--- src/rtl/mult_fsm.sv ---
// Shift-free multiplier sequencer: drives an external register-file datapath
// through a repeated-add loop and writes the 16-bit product to REG_OUT.
module mult_fsm #(
  parameter int REG_A   = 6,
  parameter int REG_CNT = 7,
  parameter int REG_P   = 8,
  parameter int REG_I   = 9,
  parameter int REG_OUT = 5
) (
  input  logic        clk,
  input  logic        reset,
  input  logic        start,
  input  logic [15:0] op_a,
  input  logic [15:0] op_b,
  input  logic [4:0]  Flags_out,
  output logic [15:0] wEnable,
  output logic [15:0] Imm_in,
  output logic [7:0]  opcode,
  output logic [3:0]  Rdest_sel,
  output logic [3:0]  Rsrc_sel,
  output logic        Imm_sel,
  output logic        busy,
  output logic        done
);

  localparam logic [7:0] OP_NOP   = 8'h00;
  localparam logic [7:0] OP_ADDU  = 8'b0000_0110;
  localparam logic [7:0] OP_ADDUI = 8'b0110_0000;
  localparam logic [7:0] OP_CMP   = 8'b0000_1011;
  localparam logic [7:0] OP_MOVI  = 8'b1101_0000;

  localparam logic [15:0] WE_A   = 16'(1) << REG_A;
  localparam logic [15:0] WE_CNT = 16'(1) << REG_CNT;
  localparam logic [15:0] WE_P   = 16'(1) << REG_P;
  localparam logic [15:0] WE_I   = 16'(1) << REG_I;
  localparam logic [15:0] WE_OUT = 16'(1) << REG_OUT;

  localparam logic [3:0] SEL_A   = 4'(REG_A);
  localparam logic [3:0] SEL_CNT = 4'(REG_CNT);
  localparam logic [3:0] SEL_P   = 4'(REG_P);
  localparam logic [3:0] SEL_I   = 4'(REG_I);

  typedef enum logic [3:0] {
    IDLE, LOAD_A, LOAD_C, CLR_P, CLR_I,
    CHECK, ADD, INC, WRITE_OUT, DONE
  } state_t;

  state_t state, next;
  logic [15:0] mult_q, cnt_q;

  logic unused_flags;
  assign unused_flags = ^Flags_out[3:0];

  always_ff @(posedge clk) begin
    if (reset) begin
      state  <= IDLE;
      mult_q <= '0;
      cnt_q  <= '0;
    end else begin
      state <= next;
      // Smaller operand becomes the loop count to minimise iterations
      if (state == IDLE && start) begin
        mult_q <= (op_a >= op_b) ? op_a : op_b;
        cnt_q  <= (op_a >= op_b) ? op_b : op_a;
      end
    end
  end

  always_comb begin
    next      = state;
    wEnable   = '0;
    Imm_in    = '0;
    opcode    = OP_NOP;
    Rdest_sel = '0;
    Rsrc_sel  = '0;
    Imm_sel   = 1'b1;
    busy      = 1'b1;
    done      = 1'b0;
    case (state)
      IDLE: begin
        busy = 1'b0;
        if (start) next = LOAD_A;
      end
      LOAD_A: begin
        opcode  = OP_MOVI;
        Imm_in  = mult_q;
        Imm_sel = 1'b0;
        wEnable = WE_A;
        next    = LOAD_C;
      end
      LOAD_C: begin
        opcode  = OP_MOVI;
        Imm_in  = cnt_q;
        Imm_sel = 1'b0;
        wEnable = WE_CNT;
        next    = CLR_P;
      end
      CLR_P: begin
        opcode  = OP_MOVI;
        Imm_sel = 1'b0;
        wEnable = WE_P;
        next    = CLR_I;
      end
      CLR_I: begin
        opcode  = OP_MOVI;
        Imm_sel = 1'b0;
        wEnable = WE_I;
        next    = CHECK;
      end
      CHECK: begin
        opcode    = OP_CMP;
        Rdest_sel = SEL_I;
        Rsrc_sel  = SEL_CNT;
        next      = Flags_out[4] ? ADD : WRITE_OUT;
      end
      ADD: begin
        opcode    = OP_ADDU;
        Rdest_sel = SEL_P;
        Rsrc_sel  = SEL_A;
        wEnable   = WE_P;
        next      = INC;
      end
      INC: begin
        opcode    = OP_ADDUI;
        Rdest_sel = SEL_I;
        Imm_in    = 16'd1;
        Imm_sel   = 1'b0;
        wEnable   = WE_I;
        next      = CHECK;
      end
      WRITE_OUT: begin
        opcode    = OP_ADDUI;
        Rdest_sel = SEL_P;
        Imm_sel   = 1'b0;
        wEnable   = WE_OUT;
        next      = DONE;
      end
      DONE: begin
        done = 1'b1;
        next = IDLE;
      end
      default: begin
        busy = 1'b0;
        next = IDLE;
      end
    endcase
  end

endmodule

--- config.mk ---
export PLATFORM = sky130hd
export DESIGN_NAME = mult_fsm
export DESIGN_NICKNAME = d
export VERILOG_FILES = /design/src/rtl/mult_fsm.sv
export SDC_FILE = /design/constraint.sdc
export NUM_CORES = 1
export LEC_CHECK = 0
export BUFFER_PORTS_ARGS = -buffer_cell sky130_fd_sc_hd__buf_4
export CORE_UTILIZATION = 56
export DETAILED_ROUTE_END_ITERATION = 10
export PLACE_DENSITY_LB_ADDON = 0.2
export SLEW_MARGIN = 20
export SYNTH_ARGS = -nofsm -noshare
export SYNTH_HDL_FRONTEND = slang
export SYNTH_SLANG_ARGS = --single-unit
export TNS_END_PERCENT = 10
--- constraint.sdc ---
create_clock -name clk -period 3.5 [get_ports clk]
set_clock_uncertainty 0.05 [all_clocks]
set_input_delay 0.525 -clock clk [delete_from_list [all_inputs] [get_ports clk]]
set_output_delay 0.525 -clock clk [all_outputs]
set_load 0.01 [all_outputs]
==> impl_metrics.env, run 1 <==
export IMPL_clock_power_share_pct=23.1
export IMPL_postRouteAntennaNets=0
export IMPL_final_common_cell="buf_4"
export IMPL_p_leak_uw=0.001464
export IMPL_drtPass1Iterations=4
export IMPL_antennaDiodeCount=0
export IMPL_syn_inst=342
export IMPL_p_int_uw=777.1
export IMPL_clock_sinks=36
export IMPL_route_detailed_drc=0
export IMPL_fmax_mhz=378.0
export IMPL_final_cell_mix="buf_4 (79), nor2_1 (77), dfxtp_1 (36)"
export IMPL_reg2reg_slack_ns=1.47
export IMPL_initialDrtViolationCount=207
export IMPL_cts_resized=0
export IMPL_status="complete, no violations"
export IMPL_io_pins=91
export IMPL_drt_wl_total_mm=7.063
export IMPL_cts_hold_buf=0
export IMPL_ys_types=40
export IMPL_power_frac_seq_pct=40.2
export IMPL_arrival_ns=2.07
export IMPL_nNetsFinal=446
export IMPL_end_kind="output port"
export IMPL_irDropWorstVdd_mv=0.2702
export IMPL_comb_power_share_pct=36.7
export IMPL_area_growth_pct=17.69
export IMPL_startpoint_type="register"
export IMPL_setup_tns_ns=0
export IMPL_clockBufferDepth=2
export IMPL_grt_pass1_wl_mm=11.41
export IMPL_stdcell_area_sq_mm=0.003430
export IMPL_routedWlPerCell_um=15.46
export IMPL_overflow=0
export IMPL_vias=2758
export IMPL_place_detailed_hpwl_mm=4.840
export IMPL_core_sq_mm=0.004848
export IMPL_layout_drive_gt1_share_pct=32.56
export IMPL_postPlaceCellArea_sq_mm=0.003352
export IMPL_avgSynthCellArea_sq_um=8.521
export IMPL_die_w_um=74.14
export IMPL_die_y_um=74.14
export IMPL_cts_made_buffers=5
export IMPL_cts_root_buf="clkbuf_8"
export IMPL_seq_area_sq_um=720.7
export IMPL_yosysWarningCount=0
export IMPL_drv_slew=0
export IMPL_initial_core_util_pct=60.10
export IMPL_tightestPinTransition_ns=0.7725
export IMPL_critPathTopFamily="simple AND/OR/NAND/NOR gates"
export IMPL_p_sw_share_pct=35.90
export IMPL_rows=25
export IMPL_fin_crit_sh_pct=75.58
export IMPL_slowest_delay_ns=0.70
export IMPL_h_tree_depth=2
export IMPL_viasPerCell=6.035
export IMPL_crit_chain="nor2_1 > and3_1 > a22o_1 > buf_4"
export IMPL_portBuffers=72
export IMPL_maxCapViolations=0
export IMPL_cts_tree="built"
export IMPL_die_area_sq_mm=0.005496
export IMPL_synth_area_sq_mm=0.002914
export IMPL_finalHoldViolations=0
export IMPL_rsz0062_at_grt="no"
export IMPL_power_switching_uw=435.3
export IMPL_nFillCells=386
export IMPL_p_per_area_mw_per_mm2=353.5
export IMPL_grt_total_usage_pct=26.70
export IMPL_clock_insertion_delay_worst_skew_ns=0.28
export IMPL_yosysSeqAreaShare_pct=24.73
export IMPL_antenna_found_initial=0
export IMPL_clk_pin_slew_ns=0.07
export IMPL_path_max_fanout=16
export IMPL_required_ns=2.92
export IMPL_period_needed_ns=2.645
export IMPL_critPathKind="reg2out"
export IMPL_multi_input_area_sq_mm=0.001859
export IMPL_max_slew_margin_pct=48.50
export IMPL_grt_max_degree=65
export IMPL_worst_path_buf_inv=1
export IMPL_ys_ff_latch=36
export IMPL_place_gp_congestion=0.7981
export IMPL_slowest_stage="and3_1"
export IMPL_postCtsSetupBuffers=0
export IMPL_hold_class="in2reg"
export IMPL_grt_pass1_vias=2424
export IMPL_setup_viol=0
registers in the layout, summed over array words and instances, names as in the netlist:
name	flops
cnt_q	16
mult_q	16
state	4
worst register-to-register path, stage by stage, from the launching register on:
cell	delay, ns
dfxtp_1	0.43
or2_2	0.39
nor3_2	0.16
nand2_2	0.10
buf_12	0.19
a311oi_1	0.46
a2111oi_4	0.09
worst paths after layout:
kind / startpoint / end / depth (start not counted)
worst min register to register: cnt_q[10] / cnt_q[10] / 2
worst max-delay path: state[3] / Imm_in[10] / 4
worst min-delay path: Flags_out[4] / state[2] / 3
worst max register to register: state[1] / cnt_q[11] / 6
kinds of logic (layout without fill, tap and decap cells):
| family | after synthesis | count (layout) | synth area share [%] |
|---|---|---|---|
| adders and majority gates | 16 | 16 | 6.870 |
| DFF | 36 | 36 | 24.73 |
| and+or+nand+nor | 113 | 113 | 17.90 |
| buffers and inverters | 72 | 107 | 13.35 |
| xor gates and xnor gates | 1 | 1 | 0.3006 |
| other | 1 | 14 | 0.1287 |
| muxes | 1 | 1 | 0.3435 |
| AOI/OAI and AO/OA | 102 | 102 | 36.37 |
per-layer routing:
metal  wire length, um  track usage, %  vias up
li1                  -               -     1344
met5                 0               0        -
met3               365           4.201       14
met4               126           10.04        0
met2              3327           41.92       97
met1              3243           36.89     1303
per-stage QoR:
| step | hold WS (ns) | setup WS [ns] | cells | util [%] | power, uW |
|---|---|---|---|---|---|
| final | 0.4461 | 0.8545 | 457 | 70.74 | 1212 |
| after global routing | 0.4724 | 0.7593 | 457 | 70.74 | 1284 |
| after CTS | 0.4464 | 0.8580 | 457 | 70.74 | 1220 |
| after detailed placement | 0.4632 | 0.7032 | 450 | 69.14 | 939.5 |
| after global placement | 0.4511 | 0.7442 | 450 | 69.14 | 926.5 |
| after floorplan | 0.4324 | 1.120 | 355 | - | 820.1 |
cell type report:
class                   count  share of cell area (%)
well taps                  67                   2.444
clock buffers               6                   2.116
clock inverters             1                  0.1459
repair buffers             80                   17.88
flip-flops and latches     36                   21.01
inverters                  20                   2.189
multi-input cells         247                   54.21
power by group through the flow:
stage | clock [uW] | combinational, uW | sequential [uW]
5_1_grt | 305 | 487 | 492
3_3_place_gp | 0 | 432 | 495
3_5_place_dp | 0 | 443 | 497
4_1_cts | 288 | 445 | 487
2_1_floorplan | 0 | 336 | 484
6_report | 280 | 445 | 488
Yosys cell counts:
cell	number	area [sq um]
a32oi_1	1	8.760
nand2b_4	1	13.76
nand3_1	1	5.000
a2111o_1	1	11.26
clkbuf_1	19	71.32
conb_1	1	3.750
a21o_1	1	7.510
or2_2	2	12.51
nor2_1	77	289.0
nor2b_1	3	18.77
ha_1	16	200.2
nand2b_1	4	25.02
a22o_1	15	131.4
nor3_2	1	10.01
nor3b_1	1	7.510
nor3_1	2	10.01
o21ai_0	5	25.02
a311oi_1	32	280.3
buf_6	4	45.04
nor4_4	1	21.27
a211oi_1	2	15.01
a2111oi_4	1	27.53
buf_4	21	157.7
buf_2	8	40.04
and2_1	1	6.260
xnor2_1	1	8.760
a21oi_1	10	50.05
and3_1	4	25.02
a2111oi_2	30	450.4
a2111oi_1	1	10.01
o21a_1	2	15.01
nand4_2	1	12.51
inv_1	20	75.07
a32oi_4	1	27.53
and3_4	1	11.26
or3_1	1	6.260
dfxtp_1	36	720.7
nand2_1	11	41.29
nand4_1	1	6.260
mux2i_1	1	10.01
No activity file was read; power rests on OpenSTA's default activity.
==> inputs of run 2 (changes only) <==
ABC_AREA = 1   (was unset)
CORE_UTILIZATION = 47   (was 56)
clock period = 2.4 ns   (was 3.5 ns; I/O delays follow)
==> run 2 against run 1 <==
Compared with the run above:
- hold slack got worse by 0.13 ns
- combinational power rose by 85%
- die area rose by 17%
- clock power rose by 42%
- sequential power rose by 45%
- sequential cell count did not move
- synthesized cell count rose by 30%
- total power rose by 59%
- global-route usage fell by 4.8 points
- critical path depth rose by 4
- sequential share of layout area fell by 0.069 points
- largest power group is now combinational cells
- highest routed layer unchanged
==> impl_metrics.env, run 2 <==
export IMPL_status="complete, no violations"
export IMPL_synth_top_area_cell="dfxtp_1"
export IMPL_synth_area_sq_mm=0.002869
export IMPL_max_slew_margin_pct=62.17
export IMPL_reg2reg_from="state[1]"
export IMPL_antennaDiodeCount=0
export IMPL_postRouteAntennaNets=0
export IMPL_synth_compound_area_share_pct=16.35
export IMPL_worst_path_buf_inv=5
export IMPL_rsz0062_at_grt="no"
export IMPL_fmax_mhz=451.4
export IMPL_critPathKind="reg2out"
export IMPL_yosysSeqAreaShare_pct=25.12
export IMPL_synth_area_leaders="dfxtp_1 (25%), inv_1 (13%), nand2_1 (12%), nand3_1 (12%), a21oi_2 (9.2%)"
export IMPL_critPathTopFamily="buffers and inverters"
export IMPL_end_kind="output port"
export IMPL_initial_core_util_pct=48.46
export IMPL_cts_hold_buf=0
export IMPL_arrival_ns=1.81
export IMPL_place_gp_congestion=0.8583
export IMPL_nNetsFinal=561
export IMPL_avgSynthCellArea_sq_um=6.447
export IMPL_grt_max_degree=36
export IMPL_crit_chain="inv_1 > nor2_1 > inv_1 > nor2_2 > clkinvlp_4 > buf_4 > o22ai_1 > buf_4"
export IMPL_slowest_stage="dfxtp_1"
export IMPL_synth_xor_area_share_pct=0
export IMPL_clock_sinks=36
export IMPL_final_common_cell="inv_1"
export IMPL_ys_ff_latch=36
export IMPL_route_detailed_drc=0
export IMPL_hold_depth=2
export IMPL_tightestPinTransition_ns=0.5655
export IMPL_fin_crit_sh_pct=92.30
export IMPL_nFillCells=587
export IMPL_postPlaceCellArea_sq_mm=0.003342
export IMPL_io_pins=91
export IMPL_period_needed_ns=2.215
export IMPL_reg2reg_slack_ns=0.65
export IMPL_synthSimpleGateAreaFrac_pct=27.74
export IMPL_portBuffers=72
export IMPL_clk_pin_slew_ns=0.07
export IMPL_antenna_found_initial=0
export IMPL_holdPathEnd="state[0]"
export IMPL_synth_ff_type="dfxtp_1"
export IMPL_path_max_fanout=8
export IMPL_drt_wl_total_mm=6.780
export IMPL_area_growth_pct=19.93
export IMPL_vias=2830
export IMPL_irDropWorstVdd_mv=0.2877
export IMPL_die_y_um=80.13
export IMPL_clockBufferDepth=2
export IMPL_worst_slack_ns=0.1848
export IMPL_min_from="start"
export IMPL_yosysWarningCount=0
export IMPL_grt_pass1_vias=2366
export IMPL_rows=28
export IMPL_overflow=0
export IMPL_stdcell_area_sq_mm=0.003441
export IMPL_ys_types=28
export IMPL_cts_root_buf="clkbuf_8"
export IMPL_setup_viol=0
export IMPL_finalHoldViolations=0
export IMPL_core_sq_mm=0.005921
export IMPL_p_per_area_mw_per_mm2=561.3
export IMPL_synthAdderAreaFrac_pct=6.978
export IMPL_synthTopCellsByCount="inv_1 (103), nand2_1 (90), nand3_1 (66)"
export IMPL_r2r_end="mult_q[1]"
export IMPL_grt_pass1_wl_mm=10.89
export IMPL_synth_top_area_share_pct=25.12
export IMPL_drv_slew=0
export IMPL_ys_async_sr_fraction_pct=0
export IMPL_layout_drive_gt1_share_pct=25.54
export IMPL_synthMuxAreaShare_pct=0.3489
export IMPL_synth_top_family_by_area="simple AND/OR/NAND/NOR gates"
export IMPL_initialDrtViolationCount=152
export IMPL_startpoint_type="register"
export IMPL_syn_inst=445
export IMPL_viasPerCell=4.879
export IMPL_synth_most_common_cell="inv_1"
export IMPL_rr_worst_depth=9
export IMPL_final_cell_mix="inv_1 (102), nand2_1 (90), buf_4 (79)"
export IMPL_synth_edf_count=0
export IMPL_required_ns=1.99
export IMPL_drtPass1Iterations=4
export IMPL_hold_class="in2reg"
export IMPL_p_leak_uw=0.001932
export IMPL_slowest_delay_ns=0.41
export IMPL_final_core_util_pct=58.12
export IMPL_cts_tree="built"
export IMPL_clock_insertion_delay_worst_skew_ns=0.28
export IMPL_place_detailed_hpwl_mm=5.018
export IMPL_setup_tns_ns=0
export IMPL_cts_made_buffers=5
export IMPL_reg_largest_list="cnt_q: 16 flops, mult_q: 16 flops, state: 4 flops"
export IMPL_grt_total_usage_pct=21.90
export IMPL_h_tree_depth=2
export IMPL_maxCapViolations=0
export IMPL_die_area_sq_mm=0.006421
export IMPL_die_w_um=80.13
export IMPL_pre_cts_slack_ns=0.2454
export IMPL_routedWlPerCell_um=11.69
[run 2: layer usage]
layer	track usage (%)	wire [um]	vias up
met4	6.429	75	0
li1	-	-	1464
met3	3.523	384	5
met2	34.96	3080	93
met5	0	0	-
met1	30.17	3239	1268
[run 2: layout make-up]
| type | count | area (sq um) | share of cell area [%] |
|---|---|---|---|
| Multi-Input combinational cell | 275 | 1530 | 44.47 |
| Sequential cell | 36 | 720.7 | 20.95 |
| Timing Repair Buffer | 80 | 613.1 | 17.82 |
| Inverter | 107 | 405.4 | 11.78 |
| Tap cell | 75 | 93.84 | 2.727 |
| Clock buffer | 6 | 72.57 | 2.109 |
| Clock inverter | 1 | 5.005 | 0.1455 |
[run 2: cells by family after synthesis]
family | after synthesis
adders and majority gates | 16
AOI/OAI and AO/OA | 63
other | 1
buffers and inverters | 147
and+or+nand+nor | 181
DFF | 36
muxes | 1
[run 2: worst max-delay path by stage]
stage / start / to / cells after the start
3_5_place_dp: op_a[15] / cnt_q[1] / 10
5_1_grt: state[1] / Imm_in[15] / 6
3_3_place_gp: op_a[7] / cnt_q[1] / 14
6_report: state[0] / Imm_in[15] / 8
4_1_cts: state[0] / Imm_in[15] / 7
2_1_floorplan: state[0] / Imm_in[10] / 7
[run 2: stage by stage]
stage               std cells  power [uW]  hold slack, ns
floorplan                 458        1305          0.4636
global placement          571        1507          0.4774
detailed placement        571        1529          0.4879
CTS                       578        1927          0.3164
global route              580        2078          0.3384
finish                    580        1931          0.3163
[run 2: worst reg2reg max path, delay by kind of cell (launching register included)]
family	cells	cell delay (ns)
buffers and inverters	4	0.43
flip-flops	1	0.35
AND/OR/NAND/NOR	5	0.81
[run 2: report_power, final]
group          leakage (uW)  internal [uW]  total [uW]  switching [uW]
clock             0.0000410            197         398             201
combinational       0.00159            332         823             491
sequential         0.000297            682         710            27.9
[run 2: what timing repair did]
action                     in CTS  in global routing
setup endpoints to repair       0                  3
buffers inserted                0                  2
resized for setup               0                  2
==> inputs of run 3 (changes only) <==
CORE_UTILIZATION = 45   (was 47)
==> run 3 against run 2 <==
Compared with the run above:
- total power up 18%
- critical path depth unchanged
- sequential power hardly changed
- hold slack got worse by 0.0030 ns
- core utilization grew 0.34 points
- count of clock-buffer cells in the layout shrank 1
- wire length rose by 2.1%
- sequential share of layout area fell by 0.48 points
- die area up 4.3%
- register-to-register slack better by 0.04 ns
- setup slack got worse by 0.074 ns
==> impl_metrics.env, run 3 (synthesis gave the netlist of run 2 again) <==
export IMPL_die_area_sq_mm=0.006699
export IMPL_worst_slack_ns=0.1106
export IMPL_grt_pass1_wl_mm=11.10
export IMPL_grt_pass1_vias=2497
export IMPL_tightestPinTransition_ns=0.5989
export IMPL_comb_power_share_pct=35.9
export IMPL_finalHoldViolations=0
export IMPL_antenna_found_initial=0
export IMPL_initial_core_util_pct=47.61
export IMPL_postRouteAntennaNets=0
export IMPL_routedWlPerCell_um=11.87
export IMPL_h_tree_depth=2
export IMPL_layout_cells_non_filler=583
export IMPL_portBuffers=72
export IMPL_drv_slew=0
export IMPL_irDropWorstVdd_mv=0.3375
export IMPL_grt_total_usage_pct=21.43
export IMPL_area_growth_pct=22.76
export IMPL_fin_crit_sh_pct=95.39
export IMPL_final_cell_mix="inv_1 (102), nand2_1 (90), buf_4 (82)"
export IMPL_clk_pin_slew_ns=0.07
export IMPL_place_detailed_hpwl_mm=5.021
export IMPL_cts_made_buffers=5
export IMPL_end_kind="output port"
export IMPL_vias=2843
export IMPL_antennaDiodeCount=0
export IMPL_p_total_uw=2271
export IMPL_layout_drive_gt1_share_pct=25.98
export IMPL_core_sq_mm=0.006026
export IMPL_initialDrtViolationCount=198
export IMPL_grt_max_degree=36
export IMPL_route_detailed_drc=0
export IMPL_power_switching_uw=742.2
export IMPL_dp_cells=573
export IMPL_max_slew_margin_pct=59.93
export IMPL_nNetsFinal=563
export IMPL_status="complete, no violations"
export IMPL_period_needed_ns=2.289
export IMPL_startpoint_type="register"
export IMPL_io_pins=91
export IMPL_p_int_uw=1528
export IMPL_final_common_cell="inv_1"
export IMPL_nFillCells=600
export IMPL_clock_insertion_delay_worst_skew_ns=0.29
export IMPL_power_frac_seq_pct=31.2
export IMPL_drt_wl_total_mm=6.922
export IMPL_viasPerCell=4.877
export IMPL_required_ns=1.99
export IMPL_p_sw_share_pct=32.69
export IMPL_reg_largest_list="cnt_q: 16 flops, mult_q: 16 flops, state: 4 flops"
export IMPL_setup_viol=0
export IMPL_overflow=0
export IMPL_cts_root_buf="clkbuf_8"
export IMPL_p_leak_uw=0.001972
export IMPL_drtPass1Iterations=4
export IMPL_die_y_um=81.85
export IMPL_cts_tree="built"
export IMPL_p_per_area_mw_per_mm2=644.7
export IMPL_clock_power_share_pct=32.8
export IMPL_hold_class="in2reg"
export IMPL_rows=28
export IMPL_rsz0062_at_grt="no"
export IMPL_clockBufferDepth=2
export IMPL_pre_cts_slack_ns=0.2273
export IMPL_maxCapViolations=0
export IMPL_path_max_fanout=7
export IMPL_die_w_um=81.85
export IMPL_place_gp_congestion=0.8760
export IMPL_critPathKind="reg2out"
export IMPL_fmax_mhz=436.8
export IMPL_arrival_ns=1.88
export IMPL_setup_tns_ns=0
export IMPL_clock_sinks=36
-- run 3: layout make-up --
cell class	count	area, sq um	share of cell area, %
Inverter	107	405.4	11.51
Tap cell	75	93.84	2.664
Sequential cell	36	720.7	20.46
Timing Repair Buffer	82	615.6	17.48
Clock inverter	3	90.09	2.558
Multi-Input combinational cell	275	1528	43.37
Clock buffer	5	68.82	1.954
-- run 3: final timing paths --
check             startpoint    endpoint  slack, ns  cells after the start
hold reg to reg   mult_q[13]  mult_q[13]       0.50                      4
setup reg to reg    state[1]    cnt_q[1]       0.69                      9
hold / removal         start    state[0]       0.31                      2
setup / recovery    state[0]   Imm_in[9]       0.11                      8
-- run 3: routing by layer --
layer  global-route usage [%]  wire length, um  up-vias
met2                    36.20             3236       92
li1                         -                -     1473
met3                    2.556              370        6
met5                        0                0        -
met1                    27.79             3234     1272
met4                    7.719               80        0
-- run 3: timing repair --
item,CTS,global route
hold buffers,0,0
hold endpoints to repair,0,0
setup buffers,0,2
setup endpoints to repair,0,4
gates resized for setup,0,1
-- run 3: stage by stage --
stage	cell area (sq um)	utilization [%]	hold slack, ns
floorplan	2918	-	0.4636
global placement	3344	55.50	0.4794
detailed placement	3344	55.50	0.4868
CTS	3503	58.14	0.3100
global route	3522	58.45	0.3130
finish	3522	58.45	0.3133
-- run 3: power by group through the flow --
| stage | sequential [uW] | combinational [uW] | clock (uW) |
|---|---|---|---|
| 2_1_floorplan | 716 | 589 | 0 |
| 3_3_place_gp | 720 | 783 | 0 |
| 3_5_place_dp | 723 | 797 | 0 |
| 4_1_cts | 709 | 802 | 753 |
| 5_1_grt | 717 | 920 | 779 |
| 6_report | 709 | 816 | 745 |
-- run 3: critical path, stage by stage, from the launching register on --
cell and delay (ns):
dfxtp_1 0.40, inv_1 0.08, nor2_1 0.08, inv_1 0.07, nor2_1 0.28, clkinvlp_4 0.16, buf_4 0.18, o22ai_1 0.18
buf_4 0.16
